File: src/rtl/uart_rx_framer.sv
// uart_rx_framer: turns a stream of received UART bytes into
// length-prefixed frames (SOF, LEN, payload, CHK). Payload bytes are
// streamed out with first/last markers, and each frame closes with a
// one-cycle good/error verdict.
module uart_rx_framer #(
  parameter logic [7:0] SOF_BYTE     = 8'hA5,
  parameter int         MAX_LEN      = 64,
  parameter int         TIMEOUT_CLKS = 2500
) (
  input  logic       clk,
  input  logic       rst,
  input  logic [7:0] rx_data,
  input  logic       rx_recv,
  output logic [7:0] pl_data,
  output logic       pl_valid,
  output logic       pl_first,
  output logic       pl_last,
  output logic [7:0] frm_len,
  output logic       frm_ok,
  output logic       frm_err,
  output logic [1:0] err_code,
  output logic       busy
);

  localparam int CW = $clog2(MAX_LEN + 1);
  localparam int GW = $clog2(TIMEOUT_CLKS);

  typedef enum logic [1:0] {
    S_IDLE    = 2'd0,
    S_GET_LEN = 2'd1,
    S_PAYLOAD = 2'd2,
    S_GET_CHK = 2'd3
  } state_t;

  state_t          r_state;
  logic [CW-1:0]   r_cnt;
  logic [GW-1:0]   r_gap;
  logic [7:0]      r_sum;
  logic [7:0]      r_pl_data;
  logic            r_pl_valid;
  logic            r_pl_first;
  logic            r_pl_last;
  logic [7:0]      r_frm_len;
  logic            r_frm_ok;
  logic            r_frm_err;
  logic [1:0]      r_err_code;

  logic            w_expire;
  logic            w_is_last;
  logic            w_bad_len;

  // Gap limit reached with no byte this cycle; a byte arriving now wins.
  assign w_expire  = !rx_recv && (r_gap == GW'(TIMEOUT_CLKS - 1));
  // Current payload byte is the LEN-th one (LEN is at least 1 here).
  assign w_is_last = (8'(r_cnt) == (r_frm_len - 8'd1));
  assign w_bad_len = (rx_data == 8'd0) || (rx_data > 8'(MAX_LEN));

  // Frame parser: state, counters, checksum and all registered outputs.
  always_ff @(posedge clk or posedge rst) begin
    if (rst) begin
      r_state    <= S_IDLE;
      r_cnt      <= '0;
      r_gap      <= '0;
      r_sum      <= '0;
      r_pl_data  <= '0;
      r_pl_valid <= 1'b0;
      r_pl_first <= 1'b0;
      r_pl_last  <= 1'b0;
      r_frm_len  <= '0;
      r_frm_ok   <= 1'b0;
      r_frm_err  <= 1'b0;
      r_err_code <= '0;
    end else begin
      r_pl_valid <= 1'b0;
      r_pl_first <= 1'b0;
      r_pl_last  <= 1'b0;
      r_frm_ok   <= 1'b0;
      r_frm_err  <= 1'b0;

      // Gap counter only runs inside a frame; every byte restarts it.
      if (rx_recv) begin
        r_gap <= '0;
      end else if (r_state != S_IDLE) begin
        r_gap <= r_gap + GW'(1);
      end

      case (r_state)
        S_IDLE: begin
          r_gap <= '0;
          if (rx_recv && (rx_data == SOF_BYTE)) begin
            r_state <= S_GET_LEN;
          end
        end

        S_GET_LEN: begin
          if (rx_recv) begin
            r_frm_len <= rx_data;
            r_sum     <= rx_data;
            r_cnt     <= '0;
            if (w_bad_len) begin
              r_frm_err  <= 1'b1;
              r_err_code <= 2'b01;
              r_state    <= S_IDLE;
            end else begin
              r_state <= S_PAYLOAD;
            end
          end else if (w_expire) begin
            r_frm_err  <= 1'b1;
            r_err_code <= 2'b11;
            r_gap      <= '0;
            r_state    <= S_IDLE;
          end
        end

        S_PAYLOAD: begin
          // SOF_BYTE inside the payload is ordinary data.
          if (rx_recv) begin
            r_pl_data  <= rx_data;
            r_pl_valid <= 1'b1;
            r_pl_first <= (r_cnt == '0);
            r_pl_last  <= w_is_last;
            r_sum      <= r_sum + rx_data;
            r_cnt      <= r_cnt + CW'(1);
            if (w_is_last) begin
              r_state <= S_GET_CHK;
            end
          end else if (w_expire) begin
            r_frm_err  <= 1'b1;
            r_err_code <= 2'b11;
            r_gap      <= '0;
            r_state    <= S_IDLE;
          end
        end

        S_GET_CHK: begin
          if (rx_recv) begin
            if (rx_data == r_sum) begin
              r_frm_ok <= 1'b1;
            end else begin
              r_frm_err  <= 1'b1;
              r_err_code <= 2'b10;
            end
            r_state <= S_IDLE;
          end else if (w_expire) begin
            r_frm_err  <= 1'b1;
            r_err_code <= 2'b11;
            r_gap      <= '0;
            r_state    <= S_IDLE;
          end
        end

        default: r_state <= S_IDLE;
      endcase
    end
  end

  assign pl_data  = r_pl_data;
  assign pl_valid = r_pl_valid;
  assign pl_first = r_pl_first;
  assign pl_last  = r_pl_last;
  assign frm_len  = r_frm_len;
  assign frm_ok   = r_frm_ok;
  assign frm_err  = r_frm_err;
  assign err_code = r_err_code;
  // busy drops on the same edge that registers the verdict pulse.
  assign busy     = (r_state != S_IDLE);

endmodule

File: config.mk
export PLATFORM = sky130hd
export DESIGN_NAME = uart_rx_framer
export DESIGN_NICKNAME = d
export VERILOG_FILES = /design/src/rtl/uart_rx_framer.sv
export SDC_FILE = /design/constraint.sdc
export NUM_CORES = 1
export LEC_CHECK = 0
export ABC_CLOCK_PERIOD_IN_PS = 4880
export BUFFER_PORTS_ARGS = -buffer_cell sky130_fd_sc_hd__buf_2
export CAP_MARGIN = 5
export CORE_ASPECT_RATIO = 0.8
export CORE_UTILIZATION = 44
export DETAILED_ROUTE_END_ITERATION = 8
export HOLD_SLACK_MARGIN = 0.15
export PLACE_DENSITY = 0.64
export RECOVER_POWER = 100
export SETUP_SLACK_MARGIN = 0.5
export SYNTH_ARGS = -nofsm -noshare
export SYNTH_HDL_FRONTEND = slang
export SYNTH_SLANG_ARGS = --single-unit
File: constraint.sdc
create_clock -name clk -period 4.88 [get_ports clk]
set_clock_uncertainty 0.15 [all_clocks]
set_input_delay 0.488 -clock clk [delete_from_list [all_inputs] [get_ports clk]]
set_output_delay 0.488 -clock clk [all_outputs]
set_load 0.02 [all_outputs]
* Word level (Yosys, flattened, before mapping)
Cells that the tools add are included.
W data, S select, Z words.
** Storage, ports and cells
- Register bits :: 52
- Bits of input ports :: 11
- Output and inout port bits :: 24
- Logic and storage cells :: 89
** Operators by class
- $add $sub $neg :: 4
- Order comparisons :: 1
- Equality and inequality tests :: 14
- Muxes and demuxes :: 42
- Reduce and logical (&&, ||, !) cells :: 16
** Operators with widths (count)
- $mux W12 :: 4
- $mux W2 :: 13
- $pmux W12 S2 :: 1
- $mux W8 :: 2
- $pmux W8 S2 :: 1
- $mux W1 :: 15
- $mux W7 :: 2
- $pmux W7 S2 :: 1
- $add A12 B1 Y12 const B :: 1
- $eq A12 B12 Y1 const B :: 1
- $ne A3 B3 Y1 const B :: 3
- $add A8 B8 Y8 :: 1
- $eq A7 B8 Y1 :: 1
- $eq A8 B8 Y1 :: 1
- $eq A8 B8 Y1 const B :: 1
- $gt A8 B7 Y1 const B :: 1
- $logic_not A8 Y1 :: 1
- $ne A2 B2 Y1 const B :: 4
- $pmux W2 S4 :: 1
- $sub A8 B1 Y8 const B :: 1
- $add A7 B1 Y7 const B :: 1
- $logic_not A7 Y1 :: 1
- $pmux W2 S3 :: 1
- $reduce_and A2 Y1 :: 3
- 12 further kinds :: 15

* Depth between registers and ports, before layout
Gate-level depths: netlist of run 1.
- Depth in word-level cells :: 6
- Depth in mapped cells :: 9
- Gate-level depth less buffers :: 9

* Least setup slack after synthesis of run 1
No wires, ideal clock.
- Path type :: input -> register
- From :: input rx_data[4]
- To :: register r_err_code[0] (netlist: err_code[0])
- Setup time :: 0.123 ns
- Arrival :: 2.090 ns
- Slack :: 2.517 ns
- Stages :: 7
- Cell sequence :: ha_1 or4_4 nor4_4 nor2_2 o41ai_2 nor2_2 o221a_1
** On the way
- Longest elaborated chain between the ends :: 4
- Elaborated cells between the ends (all ways) :: 7
- Those cells by class :: 1 x order compare; 3 x eq/ne; 3 x reduce/logical
** RTL lines
- from (decl) :: line 12 : input logic [7:0] rx_data,
- $gt A8 B7 Y1 or $logic_not A8 Y1 (tied branches) :: line 56 : assign w_bad_len = (rx_data == 8'd0) || (rx_data > 8'(MAX_LEN));
- $logic_or A1 B1 Y1 :: line 56
- $ne A3 B3 Y1 (no source line)
- $reduce_and A4 Y1 (no source line) (*)
- to (signal assigned) :: line 72 : r_err_code <= '0;
- to (signal assigned) :: line 102 : r_err_code <= 2'b01;
- to (signal assigned) :: line 109 : r_err_code <= 2'b11;
- to (decl) :: line 46 : logic [1:0] r_err_code;
Mark *: on every way between the ends. The rest lies on a longest branch, timed or not.
A chain may end at the register's enable or synchronous reset.

==> run_results.csv, run 1 <==
group,metric,value,unit
timing,final-hold-violation-count,0,
placed_design,gp_routability_congestion,0.839,
placed_design,place_hpwl,4.40,mm
cells_and_area,n_fill_cell,575,
placed_design,placement.io_buffers,34,
detailed_routing,drc_violation_count_after_routing,0,
logic_synthesis,ys_seq_area_share,45.2,%
logic_synthesis,yosys_most_used_dff,"sky130_fd_sc_hd__dfrtp_1",
logic_synthesis,ys_seq_elements,52,
logic_synthesis,netlist_cell_types,51,
setup_path,timing.critical_path.required,4.55,ns
detailed_routing,num_vias,2231,
setup_path,worst_path_max_delay_cell,"sky130_fd_sc_hd__clkbuf_1",
cells_and_area,most-common-layout-cells,"sky130_fd_sc_hd__dfrtp_1 (52), sky130_fd_sc_hd__nand2_1 (43), sky130_fd_sc_hd__nor2_1 (26), sky130_fd_sc_hd__clkbuf_1 (26), sky130_fd_sc_hd__o21ai_0 (17)",
clock_tree,root_buffer,"sky130_fd_sc_hd__clkbuf_8",
cells_and_area,final_common_cell,"sky130_fd_sc_hd__dfrtp_1",
logic_synthesis,netlist.top_cell.by_area,"sky130_fd_sc_hd__dfrtp_1",
logic_synthesis,yosysWarnings,0,
setup_path,reg2reg_to,"r_cnt[4]",
power_and_ir_drop,clkPwrFrac,18.7,%
detailed_routing,route.final.wire_length,6.17,mm
detailed_routing,ant_nets,0,
run,cap_violations,1,
floorplan,number_of_cell_rows,25,
logic_synthesis,number_of_flops_mapped_to_enable_cells_by_yosys,0,
global_route,grt_antenna_before_repair,0,
clock_tree,cts_setup_buffers,0,
logic_synthesis,synth_top_cell_area_share,45.2,%
global_route,grt_start_max_net_pins,53,
clock_tree,post_cts_hold_buffer_count,0,
logic_synthesis,avgSynthCellArea,9.44,um2
logic_synthesis,syn_area,2880,um2
timing,finalCriticalPeriod,2.95,ns
timing,tightest_slew,2.80,ns
setup_path,critical_path_class,"in -> async",
setup_path,crit_path_cell_trace,"buf_2, inv_1, clkbuf_1",
setup_path,critical_path.startpoint_type,"input pin",
setup_path,timing.critical_path.to_type,"asynchronous set/reset pin",
power_and_ir_drop,power_per_cell_area,526,nW/um2
detailed_routing,detail_route.first_pass.iterations,4,
min_path,worst_hold_path_type,"in -> reg",
logic_synthesis,post_synth_inst_count,305,
power_and_ir_drop,power_switching_share,41.9,%
global_route,grt_overflow_total,0,
min_path,timing.hold.worst_path_depth,3,
clock_tree,cts.repair.resized,0,
timing,achievable-frequency,0.339,GHz
timing,final_min_period_over_clock_period,60.5,%
floorplan,die_x,92.4,um
power_and_ir_drop,internal_power,0.965,mW
logic_synthesis,syn-num-nets,328,
floorplan,top_level_ports,35,
detailed_routing,initialDrtViolationCount,134,
cells_and_area,num-nets-final,358,
setup_path,reg2reg_setup_slack,2.17,ns
timing,timing.slew.headroom,-86.8,%
detailed_routing,routed_wire_length_per_instance,14.8,um
run_status,outcome,"finished with violations",
setup_path,cp_max_fo,52,
clock_tree,cts_tree,"done",
power_and_ir_drop,peakVddDrop,0.000259,V
timing,rsz_0062_raised_after_global_routing,"no",
power_and_ir_drop,p_sw,0.696,mW
placed_design,dpl_worst_slack,2.26,ns
run_status,violations_in_the_final_reports,"max-capacitance violations, max-slew violations",
global_route,global_route.usage.total,19.5,%
cells_and_area,post_route_cells_drive_above_1_share,7.14,%
floorplan,fp.dieArea,6870,um2
timing,timing.final.setup_violations,0,
timing,timing_max_transition_violations_final,53,
cells_and_area,areaGrowthSynthToFinish,9.65,%
setup_path,max_incr_delay_on_cp,1.98,ns
logic_synthesis,ys_async_sr_fraction,100,%
min_path,hp-start,"rx_data[4]",
floorplan,core-area,6100,um2
clock_tree,tritoncts.num_buffers,5,
setup_path,logic_depth_of_the_worst_register_to_register_path,7,
power_and_ir_drop,seq_power_share,40.7,%
power_and_ir_drop,p_leak,1.38,nW
logic_synthesis,cell_types_with_the_largest_area_share_after_synthesis,"sky130_fd_sc_hd__dfrtp_1 (45%), sky130_fd_sc_hd__nand2_1 (5.5%), sky130_fd_sc_hd__ha_1 (4.8%), sky130_fd_sc_hd__xor2_1 (3.7%), sky130_fd_sc_hd__mux2_1 (3.5%)",
clock_tree,worst_setup_hold_path_clk_slew,0.11,ns
timing,finalSetupTns,0,ns
clock_tree,clock_sinks,52,
detailed_routing,detail_route.vias_per_cell,5.35,
cells_and_area,num_antenna_cells,0,
timing,postLayoutSetupSlackWorst,1.93,ns
clock_tree,insertion_delay,0.32,ns
min_path,min_delay_worst_endpoint,"pl_data[4]",
setup_path,reg_to_reg_startpoint,"r_state[1]",
global_route,vias_in_the_first_global_route,2057,
power_and_ir_drop,combinationalPowerShare,40.7,%
setup_path,crit_path_arrival_time,2.62,ns
floorplan,starting_utilization_of_the_core_area,47.2,%
floorplan,die_h,74.3,um
clock_tree,clock_tree.buffer_depth,2,
global_route,grt_pass1_wl,10.3,mm
clock_tree,h-tree-depth,2,
how the worst max path moves through the flow:
stage	start	endpoint	cells past startpoint
floorplan	rx_data[4]	err_code[0]	7
global placement	rx_data[4]	err_code[0]	8
detailed placement	rx_data[4]	err_code[0]	8
CTS	r_sum[4]	err_code[0]	7
global route	rst	err_code[1]	3
finish	rst	r_gap[5]	3
Yosys cell counts (9+ instances only):
| cell type | n |
|---|---|
| sky130_fd_sc_hd__dfrtp_1 | 52 |
| sky130_fd_sc_hd__nand2_1 | 42 |
| sky130_fd_sc_hd__nor2_1 | 26 |
| sky130_fd_sc_hd__nand3_1 | 16 |
| sky130_fd_sc_hd__o21ai_1 | 15 |
| sky130_fd_sc_hd__a21oi_1 | 13 |
| sky130_fd_sc_hd__xor2_1 | 12 |
| sky130_fd_sc_hd__ha_1 | 11 |
| sky130_fd_sc_hd__inv_1 | 11 |
| sky130_fd_sc_hd__xnor2_1 | 11 |
| sky130_fd_sc_hd__clkbuf_1 | 9 |
| sky130_fd_sc_hd__mux2_1 | 9 |
worst max-delay path, delay by kind of cell:
kind,cells,cell delay (ns)
buf+inv,3,2.11
layer usage:
metal / track usage [%] / part of all wire, % / up-vias
li1: - / - / 1124
met1: 30.3 / 53 / 1044
met2: 27.2 / 40 / 59
met3: 4.09 / 5.4 / 4
met4: 5.73 / 0.83 / 0
met5: 0 / 0 / -
power groups by stage:
stage / logic, mW / clock network (mW) / registers, mW
after detailed placement: 0.720 / 0 / 0.684
after global routing: 0.760 / 0.334 / 0.697
final: 0.676 / 0.310 / 0.675
after global placement: 0.706 / 0 / 0.681
after CTS: 0.724 / 0.318 / 0.674
after floorplan: 0.479 / 0 / 0.727
through the flow:
| stage | area (um2) | power [mW] | hold WS [ns] | utilization (%) | std cells |
|---|---|---|---|---|---|
| global placement | 3110 | 1.39 | 0.302 | 51.0 | 409 |
| detailed placement | 3110 | 1.40 | 0.301 | 51.0 | 409 |
| CTS | 3230 | 1.72 | 0.212 | 52.9 | 417 |
| finish | 3160 | 1.66 | 0.276 | 51.7 | 417 |
| floorplan | 2880 | 1.21 | 0.283 | - | 305 |
| global route | 3160 | 1.79 | 0.263 | 51.7 | 417 |
cell type report:
type	instances	area [um2]	share of cell area [%]
timing repair buffer	36	148	4.68
inverter	13	48.8	1.55
clock buffer	5	68.8	2.18
tap	81	101	3.21
sequential	52	1300	41.2
clock inverter	3	47.5	1.51
multi-input combinational	227	1440	45.6
cell families (layout without fill, tap and decap cells):
| group | after synthesis | after routing | synth area share (%) |
|---|---|---|---|
| AOI/OAI and AO/OA | 56 | 56 | 12.3 |
| adders and majority gates | 12 | 12 | 5.48 |
| xor gates and xnor gates | 23 | 23 | 7.00 |
| and+or+nand+nor | 124 | 124 | 21.9 |
| buffers and inverters | 26 | 57 | 3.57 |
| DFF | 52 | 52 | 45.2 |
| muxes | 12 | 12 | 4.57 |
sequential cells by signal, summed over array words and instances (netlist names):
name / cells
r_sum: 8
pl_first: 1
pl_data: 8
r_gap: 12
frm_ok: 1
pl_last: 1
err_code: 2
frm_err: 1
r_cnt: 7
r_state: 2
pl_valid: 1
frm_len: 8
Power figures use the tool's default switching activity.
==> run 2: changes to the inputs <==
- ABC_CLOCK_PERIOD_IN_PS: 4880 -> 3000
- clock period: 4.88 -> 3 ns (I/O delays scaled with it)
==> run 2 against run 1 <==
Die area unchanged. Flip-flop and latch count unchanged. Non-clock buffer count up 11. Clock power up 31%. First-iteration DRC count down 15%. The flow now finishes without violations.
==> run_results.csv, run 2 (synthesized netlist as in run 1, its figures left out) <==
group,metric,value,unit
setup_path,timing.critical_path.mode_cell,"sky130_fd_sc_hd__nor2_2",
power_and_ir_drop,power_per_cell_area,819,nW/um2
timing,postLayoutSetupSlackWorst,0.409,ns
setup_path,critPathBufInv,0,
global_route,grt_start_max_net_pins,34,
timing,rsz_0062_raised_after_global_routing,"no",
timing,timing_max_transition_violations_final,0,
cells_and_area,num_antenna_cells,0,
clock_tree,cts_setup_buffers,0,
timing,timing.slew.headroom,13.7,%
clock_tree,insertion_delay,0.30,ns
detailed_routing,num_vias,2322,
clock_tree,clock_tree.buffer_depth,2,
global_route,grt_pass1_wl,10.6,mm
detailed_routing,drc_violation_count_after_routing,0,
setup_path,max_incr_delay_on_cp,0.54,ns
timing,finalSetupTns,0,ns
setup_path,critical_path.startpoint_type,"flip-flop",
clock_tree,clock_sinks,52,
run_status,outcome,"complete, no violations",
detailed_routing,detail_route.first_pass.iterations,4,
detailed_routing,route.final.wire_length,6.35,mm
cells_and_area,areaGrowthSynthToFinish,11.9,%
floorplan,number_of_cell_rows,25,
timing,final-hold-violation-count,0,
setup_path,cp_max_fo,5,
setup_path,timing.critical_path.required,3.04,ns
min_path,worst_hold_path_type,"in -> reg",
clock_tree,root_buffer,"sky130_fd_sc_hd__clkbuf_8",
run,cap_violations,0,
clock_tree,cts.repair.resized,0,
cells_and_area,most-common-layout-cells,"sky130_fd_sc_hd__dfrtp_1 (52), sky130_fd_sc_hd__nand2_1 (43), sky130_fd_sc_hd__clkbuf_1 (30)",
floorplan,starting_utilization_of_the_core_area,47.2,%
timing,timing.final.setup_violations,0,
global_route,grt_antenna_before_repair,0,
placed_design,place_hpwl,4.52,mm
clock_tree,tritoncts.num_buffers,5,
setup_path,worst_path_max_delay_cell,"sky130_fd_sc_hd__or4_4",
global_route,vias_in_the_first_global_route,2090,
cells_and_area,largest_register_ff_count,12,
setup_path,crit_path_cell_trace,"ha_1, or4_4, nor4_1, nor2_2, o41ai_1, nor2_2, o221a_1",
setup_path,crit_path_arrival_time,2.63,ns
setup_path,critical-path-top-delay-family,"simple AND/OR/NAND/NOR gates",
cells_and_area,area_of_combinational_cells_with_multiple_inputs,1440,um2
floorplan,top_level_ports,35,
power_and_ir_drop,p_leak,1.40,nW
floorplan,die_h,74.3,um
cells_and_area,n_fill_cell,590,
cells_and_area,largest_register,"r_gap",
cells_and_area,final_cell_count_no_fill,428,
cells_and_area,final_common_cell,"sky130_fd_sc_hd__dfrtp_1",
floorplan,core-area,6100,um2
setup_path,timing.critical_path.to_type,"flip-flop",
cells_and_area,post_route_cells_drive_above_1_share,7.20,%
timing,final_min_period_over_clock_period,86.4,%
placed_design,gp_routability_congestion,0.845,
timing,achievable-frequency,0.386,GHz
clock_tree,h-tree-depth,2,
clock_tree,worst_setup_hold_path_clk_slew,0.09,ns
detailed_routing,detail_route.vias_per_cell,5.43,
global_route,global_route.usage.total,19.9,%
placed_design,instance_count_after_placement_with_tap_cells_included,413,
timing,finalCriticalPeriod,2.59,ns
setup_path,critical_path_class,"reg -> reg",
global_route,grt_overflow_total,0,
detailed_routing,routed_wire_length_per_instance,14.8,um
placed_design,placement.io_buffers,34,
timing,tightest_slew,1.29,ns
floorplan,fp.dieArea,6870,um2
floorplan,die_x,92.4,um
cells_and_area,num-nets-final,369,
detailed_routing,ant_nets,0,
power_and_ir_drop,peakVddDrop,0.000430,V
clock_tree,cts_tree,"done",
detailed_routing,initialDrtViolationCount,114,
placed_design,dpl_worst_slack,0.574,ns
cells_and_area,final-seq-area,1300,um2
==> run 2: changes by cell type in the layout (fill, tap and decap cells not counted), sizes merged <==
| cell | previous run | this run |
|---|---|---|
| dlygate4sd3 | 0 | 7 |
| clkbuf | 31 | 35 |
| buf | 10 | 11 |
| bufinv | 1 | 0 |
| clkinv | 2 | 1 |
| clkinvlp | 0 | 1 |
==> run 2: area by class of cell <==
class | instances | share of cell area [%]
repair buffers | 47 | 7.34
flip-flops and latches | 52 | 40.4
well taps | 81 | 3.15
multi-input cells | 227 | 44.8
clock inverters | 2 | 0.505
clock buffers | 6 | 2.25
inverters | 13 | 1.52
==> run 2: report_power, final <==
part	internal, mW	switching [mW]	leakage (nW)	total, mW
Clock	0.167	0.239	0.0414	0.406
Combinational	0.446	0.694	0.679	1.14
Sequential	0.891	0.201	0.683	1.09
Total	1.50	1.13	1.40	2.64
==> run 2: what timing repair did <==
item	in CTS	in global routing
endpoints found under the hold margin	39	0
hold buffers	7	0
setup endpoints to repair	0	0
==> run 2: path summary, 6_finish.rpt <==
path | depth (start not counted) | to | from | slack (ns)
worst max-delay path | 7 | err_code[0] | r_sum[4] | 0.41
worst min-delay path | 2 | err_code[1] | rx_recv | 0.16
worst max register to register | 7 | err_code[0] | r_sum[4] | 0.41
worst min register to register | 1 | r_gap[0] | r_gap[0] | 0.32
max in group asynchronous | 4 | r_state[1] | rst | 0.83
min in group asynchronous | 3 | r_cnt[5] | rst | 0.74
==> run 2: stage by stage <==
step | instance area, um2 | util [%] | power, mW | hold slack, ns
5_1_grt | 3220 | 52.8 | 2.85 | 0.170
2_1_floorplan | 2880 | - | 1.96 | 0.255
6_report | 3220 | 52.8 | 2.64 | 0.157
4_1_cts | 3300 | 54.1 | 2.72 | 0.163
3_3_place_gp | 3140 | 51.5 | 2.28 | 0.302
3_5_place_dp | 3140 | 51.5 | 2.31 | 0.305
==> run 2: metal layers <==
layer	vias to the layer above	track usage, %	part of all wire, %
met3	4	3.37	3.5
met4	0	3.13	0.52
met5	-	0	0
met2	36	29.1	42
li1	1152	-	-
met1	1130	31.4	54
